`src/rtl/pipe_hazard_ctrl.sv`:
```
// Hazard controller for the in-order pipeline: tracks in-flight destinations from EX onward and
// produces forwarding selects, load-use stalls, branch flushes and saturating event counters.
module pipe_hazard_ctrl #(
    parameter int unsigned REG_ADDR_W     = 5,
    parameter int unsigned NUM_SRC        = 2,
    parameter int unsigned FWD_STAGES     = 2,
    parameter int unsigned LOAD_FWD_STAGE = 2,
    parameter int unsigned CNT_W          = 32,
    parameter int unsigned SEL_W          = $clog2(FWD_STAGES + 1)
) (
    input  logic                          clk,
    input  logic                          arst,
    input  logic                          en,
    input  logic                          id_valid,
    input  logic [NUM_SRC*REG_ADDR_W-1:0] id_rs,
    input  logic [NUM_SRC-1:0]            id_rs_used,
    input  logic [REG_ADDR_W-1:0]         id_rd,
    input  logic                          id_reg_write,
    input  logic                          id_mem_read,
    input  logic                          br_taken,
    output logic                          stall_pc,
    output logic                          stall_if_id,
    output logic                          bubble_id_ex,
    output logic                          flush_if_id,
    output logic                          flush_id_ex,
    output logic                          flush_ex_mem,
    output logic [NUM_SRC*SEL_W-1:0]      fwd_sel,
    output logic [CNT_W-1:0]              stall_cnt,
    output logic [CNT_W-1:0]              flush_cnt
);

    // Entry 0 is the instruction in EX; entries 1..FWD_STAGES are the stages after EX.
    logic [FWD_STAGES:0]           valid_q;
    logic [FWD_STAGES:0]           reg_write_q;
    logic [FWD_STAGES:0]           mem_read_q;
    logic [REG_ADDR_W-1:0]         rd_q [FWD_STAGES+1];
    logic [NUM_SRC*REG_ADDR_W-1:0] rs_q;
    logic [NUM_SRC-1:0]            rs_used_q;

    logic [FWD_STAGES:0] writer;
    logic                load_hit;
    logic                live;
    logic                stall;
    logic                flush;

    always_comb begin
        for (int j = 0; j <= int'(FWD_STAGES); j++) begin
            writer[j] = valid_q[j] && reg_write_q[j] && (rd_q[j] != '0);
        end
    end

    // A load whose data is not yet forwardable blocks a dependent instruction in ID.
    always_comb begin
        load_hit = 1'b0;
        for (int i = 0; i < int'(NUM_SRC); i++) begin
            for (int j = 0; j < int'(LOAD_FWD_STAGE) - 1; j++) begin
                if (id_rs_used[i] && writer[j] && mem_read_q[j] &&
                    (rd_q[j] == id_rs[i*REG_ADDR_W +: REG_ADDR_W])) begin
                    load_hit = 1'b1;
                end
            end
        end
    end

    always_comb begin
        live  = en && !arst;
        flush = live && br_taken;
        stall = live && !br_taken && id_valid && load_hit;

        stall_pc     = stall;
        stall_if_id  = stall;
        bubble_id_ex = stall;
        flush_if_id  = flush;
        flush_id_ex  = flush;
        flush_ex_mem = flush;
    end

    // Scan oldest to youngest so the youngest eligible producer overrides.
    always_comb begin
        fwd_sel = '0;
        for (int i = 0; i < int'(NUM_SRC); i++) begin
            if (valid_q[0] && rs_used_q[i]) begin
                for (int k = int'(FWD_STAGES); k >= 1; k--) begin
                    if (writer[k] && (rd_q[k] == rs_q[i*REG_ADDR_W +: REG_ADDR_W]) &&
                        !(mem_read_q[k] && (k < int'(LOAD_FWD_STAGE)))) begin
                        fwd_sel[i*SEL_W +: SEL_W] = SEL_W'(k);
                    end
                end
            end
        end
    end

    always_ff @(posedge clk or posedge arst) begin
        if (arst) begin
            valid_q     <= '0;
            reg_write_q <= '0;
            mem_read_q  <= '0;
            for (int k = 0; k <= int'(FWD_STAGES); k++) begin
                rd_q[k] <= '0;
            end
            rs_q      <= '0;
            rs_used_q <= '0;
            stall_cnt <= '0;
            flush_cnt <= '0;
        end else if (en) begin
            for (int k = int'(FWD_STAGES); k >= 2; k--) begin
                valid_q[k]     <= valid_q[k-1];
                reg_write_q[k] <= reg_write_q[k-1];
                mem_read_q[k]  <= mem_read_q[k-1];
                rd_q[k]        <= rd_q[k-1];
            end
            valid_q[1]     <= valid_q[0] && !br_taken;
            reg_write_q[1] <= reg_write_q[0];
            mem_read_q[1]  <= mem_read_q[0];
            rd_q[1]        <= rd_q[0];

            valid_q[0]     <= id_valid && !stall && !br_taken;
            reg_write_q[0] <= id_reg_write;
            mem_read_q[0]  <= id_mem_read;
            rd_q[0]        <= id_rd;
            rs_q           <= id_rs;
            rs_used_q      <= id_rs_used;

            if (stall && (stall_cnt != {CNT_W{1'b1}})) begin
                stall_cnt <= stall_cnt + CNT_W'(1);
            end
            if (flush && (flush_cnt != {CNT_W{1'b1}})) begin
                flush_cnt <= flush_cnt + CNT_W'(1);
            end
        end
    end

endmodule
```
`config.mk`:
```
export PLATFORM = sky130hd
export DESIGN_NAME = pipe_hazard_ctrl
export DESIGN_NICKNAME = d
export VERILOG_FILES = /design/src/rtl/pipe_hazard_ctrl.sv
export SDC_FILE = /design/constraint.sdc
export NUM_CORES = 1
export LEC_CHECK = 0
export CORE_MARGIN = 2
export CORE_UTILIZATION = 50
export DETAILED_ROUTE_END_ITERATION = 10
export PLACE_DENSITY = 0.81
export SYNTH_ARGS = -nofsm -noshare
export SYNTH_HDL_FRONTEND = slang
export SYNTH_SLANG_ARGS = --single-unit
```
`constraint.sdc`:
```
create_clock -name clk -period 9.49 [get_ports clk]
set_input_delay 1.898 -clock clk [delete_from_list [all_inputs] [get_ports clk]]
set_output_delay 1.898 -clock clk [all_outputs]
set_load 0.02 [all_outputs]
```
### Yosys cells after proc, flatten, opt, wreduce, memory -nomap -nowiden

Index checks and enable logic that the tools add are counted.
Widths: inputs -> output; s select.

| operators by class | value |
|---|---|
| add/subtract/negate cells | 2 |
| equality and inequality tests | 8 |
| multiplexer cells | 8 |
| reductions and logical operators | 39 |

Operators by type and width:

| kind | count |
|---|---|
| $add 32x1->32 const B | 2 |
| $ne 32x32->1 const B | 2 |
| $eq 5x5->1 | 6 |
| $logic_and 1x1->1 | 30 |
| $reduce_bool 5->1 | 3 |
| $mux 2 | 6 |
| $logic_not 1->1 | 4 |
| $reduce_and 2->1 | 2 |
| $mux 1 | 2 |

| storage, ports and cells | value |
|---|---|
| flip-flop bits (word level) | 99 |
| input bits | 24 |
| output and inout bits | 74 |
| word-level logic and storage cells | 67 |

### Depth between registers and ports, before layout

| logic depth | value |
|---|---|
| depth after elaboration | 11 |
| depth in mapped cells | 8 |
| gate-level depth less buffers | 7 |

### Worst setup path after synthesis

OpenSTA, ideal clock, no wires.

| timing | value |
|---|---|
| path type | in2out |
| start | in arst |
| end | out stall_if_id |
| data arrival time | 3.136 ns |
| data required time | 7.592 ns |
| setup slack | 4.456 ns |
| stages | 6 |
| buffers on the path | 2 |
| path through | nor4bb_1 nand4_1 a21oi_1 and2_0 buf_2 buf_4 |

| on the way | value |
|---|---|
| cells in the longest elaborated chain, start to end | 5 |

Ends and longest elaborated chain:

| what | line | text |
|---|---|---|
| start, declared | 12 | `input logic arst,` |
| $logic_not 1->1 (no line) | - |  |
| $logic_and 1x1->1 | 66 | `live = en && !arst;` |
| $logic_and 1x1->1 (3 in a row) | 68 | `stall = live && !br_taken && id_valid && load_hit;` |
| end, declared | 22 | `output logic stall_if_id,` |

Every way passes these cells.

### Worst setup path after layout

| timing | value |
|---|---|
| start | in en |
| end | out stall_pc |

| on the way | value |
|---|---|
| cells in the longest elaborated chain, start to end | 4 |

Ends and longest elaborated chain:

| what | line | text |
|---|---|---|
| start, declared | 13 | `input logic en,` |
| $logic_and 1x1->1 | 66 |  |
| $logic_and 1x1->1 (3 in a row) | 68 |  |
| end, declared | 21 | `output logic stall_pc,` |

Every way passes these cells.

==> qor.yml <==
top_layer: "met4"
initial_core_util_pct: 50.78
post-cts-setup-buffer-count: 0
cts_tree: "yes"
synth_top_area_share_pct: 50.61
p_leak_nw: 2.609
finalHoldViolCount: 0
async_reset_ff_share_pct: 100.0
cts_buffer_depth: 2
path_clk_slew_ns: 0.09
crit_required_ns: 7.59
grt.total_usage_pct: 21.83
ios: 98
wl_met3_um: 605
power_uw: 882.4
setup_viol: 0
slew_headroom_pct: 48.87
ys_seq_elements: 99
core_mm2: 0.009639
multi_input_comb_area_mm2: 0.002313
cts_hold_buf: 0
yosysMostFrequentCell: "dfrtp_1"
wl_met1_um: 5074
drive_above_1_share_pct: 12.32
avgSynthCellArea_um2: 11.07
antenna_found_initial: 0
yosysTopAreaCell: "dfrtp_1"
ys_top_cells_by_area: "dfrtp_1 (51%), xnor2_1 (8.9%), mux2_2 (8.3%)"
worst_slack_ns: 2.617
fill_cells: 800
postLayoutCellArea_mm2: 0.006177
ff_latch_area_mm2: 0.002477
synth.distinct_cells: 40
synthFlopType: "dfrtp_1"
overflow: 0
max_freq_ghz: 0.1455
vias_per_cell: 5.489
hp-class: "reg2reg"
drt_wl_total_um: 11150
hpwl_um: 7999
wire_per_inst_um: 16.47
rows: 36
cts_buffers: 9
post_dp_cell_area_mm2: 0.005979
portBuffers: 97
drc: 0
final.setup.tns_ns: 0
p_per_area_mw_per_mm2: 142.8
clock-root-buffer: "clkbuf_8"
grt_pass1_vias: 3723
drtIter0Drc: 104
routed-wl-met2_um: 5186
fin_skew_ns: 0.007368
die_h_um: 102.9
insertion_delay_ns: 0.37
cts_max_level: 3
drv_slew: 0
synth-seq-area-share_pct: 50.61
vias: 3716
firstDrtPassIters: 4
synth_edf_count: 0
synth_nets: 468
critical_path_class: "in2out"
grt_pass1_wl_um: 17930
fin_nets: 565
gp_congestion: 0.8874
vdd_drop_max_v: 0.00006979
antenna_cells: 0
syn_inst: 442
ys_warn_count: 0
syn2layout_area_growth_pct: 26.20
fin_crit_ns: 6.873
end_kind: "output pin"
rsz0062_at_grt: "no"
cts_sinks: 99
ant_nets: 0
ctsResizeCount: 0
arrival_ns: 4.98
dp_slack_ns: 2.636
crit_path_max_fanout: 39
status: "complete, no violations"
yosys-top-cells-count: "dfrtp_1 (99), xnor2_1 (50), xor2_1 (39)"
grt_max_degree: 52
synth_area_mm2: 0.004895
worst_slew_pin_slew_ns: 0.7666
die_area_mm2: 0.01060
cap_violations: 0
fin_util_pct: 64.08
die_x_um: 102.9
timing.final.crit_share_pct: 72.43
cp-start-kind: "input port"
## layout make-up
| class | instances | share of cell area (%) |
|---|---|---|
| Sequential cell | 99 | 40.11 |
| Timing Repair Buffer | 99 | 15.96 |
| Clock inverter | 7 | 1.195 |
| Multi-Input combinational cell | 321 | 37.45 |
| Inverter | 9 | 0.5874 |
| Clock buffer | 9 | 2.005 |
| Tap cell | 133 | 2.694 |
## logic make-up after synthesis
logic type               Yosys count  synth area share (%)
multiplexers                      36                 8.282
AND/OR/NAND/NOR                  182                 20.45
adder cells (fa/ha/maj)            2                0.5112
XOR/XNOR                          89                 15.93
flip-flops                        99                 50.61
AO/OA/AOI/OAI                     12                 2.096
buffers and inverters             22                 2.122
## flip-flops by register name, indices dropped and copies added, names as in the netlist
| name | cells |
|---|---|
| rd_q | 15 |
| rs_used_q | 2 |
| reg_write_q | 3 |
| flush_cnt | 32 |
| stall_cnt | 32 |
| valid_q | 3 |
| mem_read_q | 2 |
| rs_q | 10 |
## per-stage QoR
step | hold WS, ns | cells
final | 0.4945 | 677
after floorplan | 0.4806 | 442
after global routing | 0.5209 | 677
after CTS | 0.4989 | 677
after global placement | 0.4770 | 661
after detailed placement | 0.4768 | 661
## layer usage
layer,GRT usage [%],up-vias
li1,-,1740
met1,29.43,1834
met2,33.57,116
met3,4.746,26
met4,10.73,0
met5,0,-
## path summary, 6_finish.rpt
check	from	end	slack, ns	depth (start not counted)
max	en	stall_pc	2.62	7
min	stall_cnt[15]	stall_cnt[15]	0.49	1
max reg2reg	rd_q[14]	stall_cnt[30]	6.97	6
min reg2reg	stall_cnt[15]	stall_cnt[15]	0.49	1
max in group asynchronous	arst	flush_cnt[7]	6.38	3
min in group asynchronous	arst	flush_cnt[18]	2.05	2
## cells in the final DEF, fill, tap and decap left out, types with 3 or more instances in the layout
cell / n
dfrtp_1: 99
clkdlybuf4s50_1: 97
xnor2_1: 50
xor2_1: 39
mux2_2: 36
nand4_1: 30
nand3_1: 29
nand2_1: 29
nor2_1: 27
nor3_1: 20
and3_1: 14
clkbuf_8: 9
and2_1: 8
inv_1: 8
nor4_1: 5
and4_1: 4
o22ai_1: 3
inv_6: 3
## power breakdown
part           switching, mW  leakage [nW]  internal [mW]  total [mW]
Clock                  0.153         0.100          0.124       0.277
Sequential            0.0371          1.28          0.449       0.486
Combinational         0.0542          1.23         0.0656       0.120
## critical path, cell delays in order
cell	delay, ns
clkdlybuf4s50_1	0.45
buf_4	0.40
nor4bb_1	0.38
nand4_1	0.16
a21oi_1	0.26
and2_0	0.67
clkdlybuf4s50_1	0.74
Power figures use the tool's default switching activity.
